<file path="src/rtl/disp_colr_adapt.sv">
// -----------------------------------------------------------------------------
// disp_colr_adapt
//
// Purpose:
//   Pixel-clock colour-depth adapter between the display controller and the
//   TMDS/DVI generator. Converts BPC_IN-bit RGB to BPC_OUT-bit RGB:
//     - expansion (BPC_OUT >= BPC_IN): cyclic MSB-first bit replication
//     - reduction (BPC_OUT <  BPC_IN): truncate, round, spatial 4x4 Bayer
//       dither or spatio-temporal Bayer dither, selected by MODE
//   Colour is forced to 0 whenever the delayed data enable is low. Syncs and
//   data enable are delayed, never modified, so they stay aligned with colour.
//
// Flow control:
//   There is no valid/ready handshake. in_de qualifies the input pixel in the
//   same cycle, out_de qualifies the output pixel; one pixel is accepted and
//   one produced on every clk_pix cycle with a fixed latency of 2 cycles.
//
// Parameters:
//   BPC_IN   input bits per colour channel (1-12)
//   BPC_OUT  output bits per colour channel (1-12)
//   MODE     reduction mode: 0 truncate, 1 round, 2 spatial dither,
//            3 temporal dither (ignored when BPC_OUT >= BPC_IN)
//
// Ports:
//   clk_pix             pixel clock
//   rst_pix_n           asynchronous active-low reset
//   in_frame            start-of-frame pulse (one cycle)
//   in_de/hsync/vsync   input data enable and syncs
//   in_r/g/b            input colour, BPC_IN bits each
//   out_de/hsync/vsync  inputs delayed by 2 cycles
//   out_r/g/b           converted colour, BPC_OUT bits each
// -----------------------------------------------------------------------------
module disp_colr_adapt #(
  parameter int BPC_IN  = 5,
  parameter int BPC_OUT = 8,
  parameter int MODE    = 2
) (
  input  logic               clk_pix,
  input  logic               rst_pix_n,
  input  logic               in_frame,
  input  logic               in_de,
  input  logic               in_hsync,
  input  logic               in_vsync,
  input  logic [BPC_IN-1:0]  in_r,
  input  logic [BPC_IN-1:0]  in_g,
  input  logic [BPC_IN-1:0]  in_b,
  output logic               out_de,
  output logic               out_hsync,
  output logic               out_vsync,
  output logic [BPC_OUT-1:0] out_r,
  output logic [BPC_OUT-1:0] out_g,
  output logic [BPC_OUT-1:0] out_b
);

  // Number of bits dropped per channel; <= 0 means expansion.
  localparam int D = BPC_IN - BPC_OUT;

  // Bayer entries are 4 bits; they are rescaled to D bits by one shift,
  // right for D <= 4 and left for D > 4. Only one of the two is non-zero.
  localparam int SH_R   = (D > 0 && D <= 4) ? 4 - D : 0;
  localparam int SH_L   = (D > 4) ? D - 4 : 0;
  localparam int RND_SH = (D > 0) ? D - 1 : 0;

  // ---------------------------------------------------------------------------
  // Position counters
  // ---------------------------------------------------------------------------
  logic [15:0] xc_q;
  logic [15:0] yc_q;
  logic [1:0]  fc_q;
  logic        de_prev_q;

  always_ff @(posedge clk_pix or negedge rst_pix_n) begin
    if (!rst_pix_n) begin
      xc_q      <= '0;
      yc_q      <= '0;
      fc_q      <= '0;
      de_prev_q <= 1'b0;
    end else begin
      de_prev_q <= in_de;
      xc_q      <= in_de ? xc_q + 16'd1 : '0;
      // A frame start overrides a coincident end-of-line increment.
      if (in_frame) begin
        yc_q <= '0;
        fc_q <= fc_q + 2'd1;
      end else if (de_prev_q && !in_de) begin
        yc_q <= yc_q + 16'd1;
      end
    end
  end

  // ---------------------------------------------------------------------------
  // Threshold / rounding constant for the pixel sampled this cycle
  // ---------------------------------------------------------------------------
  logic [1:0]  bx;
  logic [1:0]  by;
  logic [3:0]  bayer;
  logic [31:0] add_w;

  always_comb begin
    bx = xc_q[1:0];
    by = yc_q[1:0];
    if (MODE == 3) begin
      // Shifting the matrix diagonally each frame spreads the pattern in time.
      bx = xc_q[1:0] + fc_q;
      by = yc_q[1:0] + fc_q;
    end

    bayer = 4'd0;
    case ({by, bx})
      4'h0: bayer = 4'd0;
      4'h1: bayer = 4'd8;
      4'h2: bayer = 4'd2;
      4'h3: bayer = 4'd10;
      4'h4: bayer = 4'd12;
      4'h5: bayer = 4'd4;
      4'h6: bayer = 4'd14;
      4'h7: bayer = 4'd6;
      4'h8: bayer = 4'd3;
      4'h9: bayer = 4'd11;
      4'hA: bayer = 4'd1;
      4'hB: bayer = 4'd9;
      4'hC: bayer = 4'd15;
      4'hD: bayer = 4'd7;
      4'hE: bayer = 4'd13;
      4'hF: bayer = 4'd5;
      default: bayer = 4'd0;
    endcase

    add_w = '0;
    if (D > 0) begin
      if (MODE == 1) begin
        add_w = 32'd1 << RND_SH;
      end else if (MODE >= 2) begin
        add_w = ({28'd0, bayer} >> SH_R) << SH_L;
      end
    end
  end

  // ---------------------------------------------------------------------------
  // Stage 1: register syncs, colour and the per-pixel add constant
  // ---------------------------------------------------------------------------
  logic                   s1_de;
  logic                   s1_hs;
  logic                   s1_vs;
  logic [2:0][BPC_IN-1:0] s1_c;
  logic [BPC_IN:0]        s1_add;

  always_ff @(posedge clk_pix or negedge rst_pix_n) begin
    if (!rst_pix_n) begin
      s1_de  <= 1'b0;
      s1_hs  <= 1'b0;
      s1_vs  <= 1'b0;
      s1_c   <= '0;
      s1_add <= '0;
    end else begin
      s1_de  <= in_de;
      s1_hs  <= in_hsync;
      s1_vs  <= in_vsync;
      s1_c   <= {in_b, in_g, in_r};
      s1_add <= add_w[BPC_IN:0];
    end
  end

  // ---------------------------------------------------------------------------
  // Conversion (combinational, between stage 1 and stage 2)
  // ---------------------------------------------------------------------------
  logic [2:0][BPC_OUT-1:0] nxt_c;

  if (D > 0) begin : g_reduce
    localparam logic [BPC_IN:0] MAXV = (BPC_IN + 1)'((1 << BPC_OUT) - 1);

    for (genvar c = 0; c < 3; c++) begin : g_ch
      logic [BPC_IN:0]    sum;
      logic [BPC_IN:0]    shr;
      logic [BPC_OUT-1:0] res;

      // One extra bit keeps in + threshold from wrapping before saturation.
      always_comb begin
        sum = {1'b0, s1_c[c]} + s1_add;
        shr = sum >> D;
        res = (shr > MAXV) ? MAXV[BPC_OUT-1:0] : shr[BPC_OUT-1:0];
      end

      assign nxt_c[c] = s1_de ? res : '0;
    end
  end else begin : g_expand
    for (genvar c = 0; c < 3; c++) begin : g_ch
      logic [BPC_OUT-1:0] rep;

      // Output bit i counted from the MSB takes input bit (i mod BPC_IN)
      // counted from the MSB, so the input pattern repeats as often as needed.
      for (genvar i = 0; i < BPC_OUT; i++) begin : g_bit
        assign rep[BPC_OUT-1-i] = s1_c[c][BPC_IN-1-(i % BPC_IN)];
      end

      assign nxt_c[c] = s1_de ? rep : '0;
    end

    logic unused_add;
    assign unused_add = ^s1_add;
  end

  // ---------------------------------------------------------------------------
  // Stage 2: output registers
  // ---------------------------------------------------------------------------
  logic [2:0][BPC_OUT-1:0] out_c;

  always_ff @(posedge clk_pix or negedge rst_pix_n) begin
    if (!rst_pix_n) begin
      out_de    <= 1'b0;
      out_hsync <= 1'b0;
      out_vsync <= 1'b0;
      out_c     <= '0;
    end else begin
      out_de    <= s1_de;
      out_hsync <= s1_hs;
      out_vsync <= s1_vs;
      out_c     <= nxt_c;
    end
  end

  assign out_r = out_c[0];
  assign out_g = out_c[1];
  assign out_b = out_c[2];

  // Only the low two counter bits index the 4x4 matrix.
  logic unused_bits;
  assign unused_bits = ^{xc_q[15:2], yc_q[15:2], add_w[31:BPC_IN+1]};

endmodule

</file>
<file path="config.mk">
export PLATFORM = sky130hd
export DESIGN_NAME = disp_colr_adapt
export DESIGN_NICKNAME = d
export VERILOG_FILES = /design/src/rtl/disp_colr_adapt.sv
export SDC_FILE = /design/constraint.sdc
export NUM_CORES = 1
export LEC_CHECK = 0
export CAP_MARGIN = 20
export CORE_MARGIN = 10
export CORE_UTILIZATION = 30
export CTS_CLUSTER_SIZE = 25
export DETAILED_ROUTE_END_ITERATION = 16
export PLACE_DENSITY = 0.6
export SYNTH_ARGS = -nofsm -noshare
export SYNTH_HDL_FRONTEND = slang
export SYNTH_SLANG_ARGS = --single-unit
</file>
<file path="constraint.sdc">
create_clock -name clk_pix -period 1 [get_ports clk_pix]
set_input_delay 0.2 -clock clk_pix [delete_from_list [all_inputs] [get_ports clk_pix]]
set_output_delay 0.2 -clock clk_pix [all_outputs]
set_load 0.02 [all_outputs]
</file>
==> reports/qor.yml, run 1 <==
outcome:
  outcome: "complete, but fails checks"
  violations: "setup timing"
placed_design:
  place_congestion: 0.662
  port_buffers: 46
  post_dp_cell_area_um2: 1540
  dp_cells: 144
setup_path:
  crit_fanout: 2
  crit_required_ps: 800
  cp_slowest_cell: "dfrtp_1"
  crit_family: "flip-flops"
  cp_cell_sequence: "buf_6"
  critical_path.endpoint_type: "output port"
  crit_buf_inv: 1
  startpoint_type: "flop"
  cp.arrival_ps: 880
  cpPeakStageDelay_ps: 410
  critPathKind: "reg -> out"
floorplanning:
  initial_core_util: 0.318
  rows: 21
  io_pins: 48
  coreArea_um2: 3420
  die_h_um: 80.2
  chipWidth_um: 80.2
  die_area_um2: 6430
pwr:
  total_leakage_power_nw: 0.773
  ir_drop_mv: 0.871
  p_per_area_nw_per_um2: 1750
  power_mw: 2.85
logic_synthesis:
  ys_ff_latch: 36
  synth_fp_nets: 82
  seq_area_frac_synth: 0.829
  netlist_top_cells_area: "dfrtp_1 (83%), and2_2 (7.6%), buf_4 (6.2%), and2_1 (2.3%), buf_6 (1.0%)"
  synthCells: 61
  synth_top_area_frac: 0.829
  synth_top_area_cell: "dfrtp_1"
  synth.distinct_cells: 5
  syn-cell-area_um2: 1090
  avgSynthCellArea_um2: 17.8
  yosys_warnings: 0
timing:
  whs_ps: 300
  setup_viol: 27
  max_slew_margin: 0.756
  skew_ps: 7.21
  fin_setup_tns_ps: -1600
  grt_setup_unrepaired: "yes"
  worst_slew_pin_slew_ps: 365
  final.period_utilization: 1.08
  maxSlewViolCount: 0
  hold_viol_final: 0
  min_period_ps: 1080
  final.setup.worst_slack_ps: -75.8
  fmax_mhz: 930
routing:
  vias: 577
  wl_um: 1920
  dr.pass1.iters: 2
  post_drt_wl_per_cell_um: 12.5
  drc: 0
  drt-initial-drc-count: 32
  viasPerCell: 3.77
  drtAntennaViolNets: 0
clocking:
  cts_root_buf: "clkbuf_4"
  cts_buffer_depth: 2
  cts.sinks: 36
  h-tree-depth: 2
  clk_latency_ps: 320
  clk_pin_slew_ps: 100
  post_cts_buffers: 0
  cts_buffers: 5
  tritoncts: "done"
flow_run:
  drv_cap: 0
global_routing:
  overflow: 0
  grt_pass1_wl_um: 2910
  antenna_found_initial: 0
  grt_max_degree: 37
  grt_util_all_layers: 0.0625
  grt_pass1_vias: 617
cells_and_area:
  antennaDiodeCount: 0
  fin_nets: 127
  final_cell_area_um2: 1630
  stdcell_count: 153
  fillers: 308
  drive_gt1_frac: 0.439
  syn2layout_area_growth_pct: 49.8
worst_hold_path:
  hp-class: "in -> reg"
-- power breakdown --
group	switching (mW)	internal [mW]
logic	0.139	0.182
registers	0.0341	1.53
clock network	0.438	0.524
-- logic make-up (layout without fill, tap and decap cells) --
group,Yosys count,in the layout,synth area share
buffers and inverters,10,56,0.0725
DFF,36,36,0.829
and+or+nand+nor,15,15,0.0990
-- per-layer routing --
metal / share of wire / GRT usage / up-vias
met3: 0.090 / 0.0312 / 4
met2: 0.58 / 0.111 / 29
met1: 0.30 / 0.0459 / 277
met4: 0.027 / 0.0634 / 0
met5: 0 / 0 / -
li1: - / - / 267
-- registers in the layout (all words and copies together) (netlist names) --
register / cells
s1_vs: 1
s1_de: 1
out_hsync: 1
out_g: 5
s1_hs: 1
out_vsync: 1
out_r: 5
out_de: 1
out_b: 5
g_expand.g_ch.rep: 15
-- what timing repair did --
action | CTS | global route
gates resized for setup | 130 | 22
pin swaps | 0 | 0
hold buffers | 1 | 0
setup endpoints to repair | 27 | 27
hold endpoints to repair | 36 | 0
-- cells in the final DEF, fill, tap and decap left out --
| master | netlist | final |
|---|---|---|
| and2_1 | 4 | 4 |
| and2_2 | 11 | 11 |
| buf_12 | 0 | 1 |
| buf_2 | 0 | 5 |
| buf_4 | 9 | 2 |
| buf_6 | 1 | 21 |
| bufinv_16 | 0 | 1 |
| clkbuf_1 | 0 | 1 |
| clkbuf_4 | 0 | 5 |
| clkdlybuf4s50_1 | 0 | 18 |
| clkinv_2 | 0 | 1 |
| dfrtp_1 | 36 | 36 |
| dlygate4sd3_1 | 0 | 1 |
-- worst paths after layout --
path,start,end,slack [ps],cells after the start
min in group asynchronous,rst_pix_n,out_b[6],350,3
max reg2reg,s1_de,out_g[5],120,1
min reg2reg,s1_vs,out_vsync,350,0
max,out_r[2],out_r[7],-80,1
min,in_hsync,s1_hs,300,1
max in group asynchronous,rst_pix_n,out_g[3],460,3
-- layout make-up --
cell class,instances,area (um^2),area share
tap,46,57.6,0.0353
clock buffer,6,41.3,0.0253
clock inverter,2,35.0,0.0215
multi-input combinational,15,108,0.0661
sequential,36,901,0.553
timing repair buffer,48,487,0.299
-- synth_stat cells --
cell	number
dfrtp_1	36
and2_2	11
buf_4	9
and2_1	4
buf_6	1
-- per-stage QoR --
stage | setup slack [ps] | utilization
6_report | -75.8 | 0.477
5_1_grt | -144 | 0.477
4_1_cts | -103 | 0.457
3_5_place_dp | -150 | 0.451
3_3_place_gp | -133 | 0.451
2_1_floorplan | 187 | -
No activity file was read; power rests on OpenSTA's default activity.
==> run 2: changes to the inputs <==
--- a/config.mk
+++ b/config.mk
@@ -10,6 +10,7 @@
 export CORE_UTILIZATION = 30
 export CTS_CLUSTER_SIZE = 25
 export DETAILED_ROUTE_END_ITERATION = 16
+export GPL_ROUTABILITY_DRIVEN = 0
 export PLACE_DENSITY = 0.6
 export SYNTH_ARGS = -nofsm -noshare
 export SYNTH_HDL_FRONTEND = slang
==> results of run 2 <==
No change in the layout: final DEF, timing and power equal those of run 1.
==> run 3: changes to the inputs <==
--- a/config.mk
+++ b/config.mk
@@ -7,11 +7,11 @@
 export LEC_CHECK = 0
 export CAP_MARGIN = 20
 export CORE_MARGIN = 10
-export CORE_UTILIZATION = 30
+export CORE_UTILIZATION = 40
 export CTS_CLUSTER_SIZE = 25
 export DETAILED_ROUTE_END_ITERATION = 16
 export GPL_ROUTABILITY_DRIVEN = 0
-export PLACE_DENSITY = 0.6
+export PLACE_DENSITY = 0.76
 export SYNTH_ARGS = -nofsm -noshare
 export SYNTH_HDL_FRONTEND = slang
 export SYNTH_SLANG_ARGS = --single-unit
==> run 3 against run 2 <==
  * The run still ends with setup timing left
  * Register-to-register slack is essentially flat
  * Sequential share of layout area grew 2.8 points
  * Die area shrank 19%
  * Global-route usage grew 2.7 points
  * Worst setup slack lost 17 ps
  * Clock skew grew 7.2 ps
  * Combinational power shrank 4%
  * Sequential cell count is the same
  * Worst hold slack lost 17 ps
  * Sequential power is essentially flat
==> reports/qor.yml, run 3 (synthesis results as in run 1) <==
outcome:
  outcome: "complete, but fails checks"
  violations: "setup timing"
cells_and_area:
  largest_register_ffs: 15
  final_cell_area_um2: 1550
  fin_nets: 127
  utilization: 0.610
  fillers: 213
  final_cell_mix: "dfrtp_1 (36), clkdlybuf4s50_1 (18), buf_6 (13)"
  drive_gt1_frac: 0.449
  register_area_um2: 901
  stdcell_count: 137
  antennaDiodeCount: 0
  syn2layout_area_growth_pct: 42.7
  multi_input_area_um2: 108
  layout_commonest_cell: "dfrtp_1"
flow_run:
  drv_cap: 0
global_routing:
  overflow: 0
  grt_util_all_layers: 0.0900
  grt_pass1_vias: 691
  grt_max_degree: 37
  grt_pass1_wl_um: 3450
  antenna_found_initial: 0
routing:
  dr.pass1.iters: 4
  wl_um: 2080
  drc: 0
  drtAntennaViolNets: 0
  vias: 592
  post_drt_wl_per_cell_um: 15.2
  viasPerCell: 4.32
  drt-initial-drc-count: 12
setup_path:
  cp_num_cells: 1
  critical_path.endpoint_type: "output port"
  cp_slowest_cell: "dfrtp_1"
  crit_family: "flip-flops"
  crit_required_ps: 800
  rr_worst_depth: 1
  endpoint: "out_g[2]"
  critPathKind: "reg -> out"
  cp_cell_sequence: "buf_2"
  startpoint_type: "flop"
  r2r_start: "s1_de"
  crit_start: "out_g[2]"
  crit_fanout: 2
  cp.arrival_ps: 890
  r2r-end: "out_g[5]"
  rrSetupSlack_ps: 120
  cpPeakStageDelay_ps: 390
  crit_buf_inv: 1
timing:
  maxSlewViolCount: 0
  min_period_ps: 1090
  skew_ps: 14.4
  max_slew_margin: 0.760
  whs_ps: 283
  grt_setup_unrepaired: "yes"
  final.period_utilization: 1.09
  worst_slew_pin_slew_ps: 360
  hold_viol_final: 0
  setup_viol: 27
  final.setup.worst_slack_ps: -92.9
  fmax_mhz: 915
  fin_setup_tns_ps: -1910
floorplanning:
  initial_core_util: 0.427
  rows: 18
  coreArea_um2: 2540
  die_h_um: 72.1
  chipWidth_um: 72.1
  io_pins: 48
  die_area_um2: 5200
placed_design:
  dp_slack_ps: -152
  dp_cells: 128
  port_buffers: 46
  post_dp_cell_area_um2: 1520
  dp_hpwl_um: 1610
worst_hold_path:
  hp-class: "in -> reg"
clocking:
  post_cts_buffers: 0
  h-tree-depth: 2
  clk_pin_slew_ps: 110
  cts_buffers: 5
  cts.sinks: 36
  clk_latency_ps: 340
  cts_buffer_depth: 2
  tritoncts: "done"
  cts_root_buf: "clkbuf_4"
pwr:
  total_leakage_power_nw: 0.759
  p_per_area_nw_per_um2: 1710
  power_mw: 2.65
  ir_drop_mv: 1.22
-- run 3: metal layers --
| layer | routed length, um | global-route usage | part of all wire | vias to the layer above |
|---|---|---|---|---|
| met4 | 36 | 0.0452 | 0.017 | 0 |
| li1 | - | - | - | 266 |
| met5 | 0 | 0 | 0 | - |
| met1 | 642 | 0.0721 | 0.31 | 293 |
| met3 | 250 | 0.0721 | 0.12 | 4 |
| met2 | 1150 | 0.153 | 0.55 | 29 |
-- run 3: how the worst min path moves through the flow --
stage,to,startpoint,cells after the start,slack (ps)
2_1_floorplan,g_expand.g_ch[0].rep[0],rst_pix_n,0,-100
3_3_place_gp,out_b[4],rst_pix_n,2,170
3_5_place_dp,g_expand.g_ch[0].rep[3],rst_pix_n,2,170
4_1_cts,g_expand.g_ch[1].rep[2],in_g[4],1,270
5_1_grt,g_expand.g_ch[1].rep[2],in_g[4],1,260
6_report,g_expand.g_ch[1].rep[2],in_g[4],1,280
-- run 3: cell type report --
class / count / share of cell area
multi-input cells: 15 / 0.0694
well taps: 30 / 0.0242
repair buffers: 48 / 0.286
clock inverters: 2 / 0.00645
clock buffers: 6 / 0.0331
flip-flops and latches: 36 / 0.581
-- run 3: where the power goes --
group | switching, mW | internal (mW)
clock | 0.447 | 0.334
sequential | 0.0337 | 1.53
combinational | 0.141 | 0.167
total | 0.621 | 2.03
-- run 3: repair_timing --
item	4_1_cts	5_1_grt
hold buffers	1	0
hold endpoints to repair	36	0
endpoints found under the setup margin	27	27
resized for setup	126	13
pin swaps	0	0
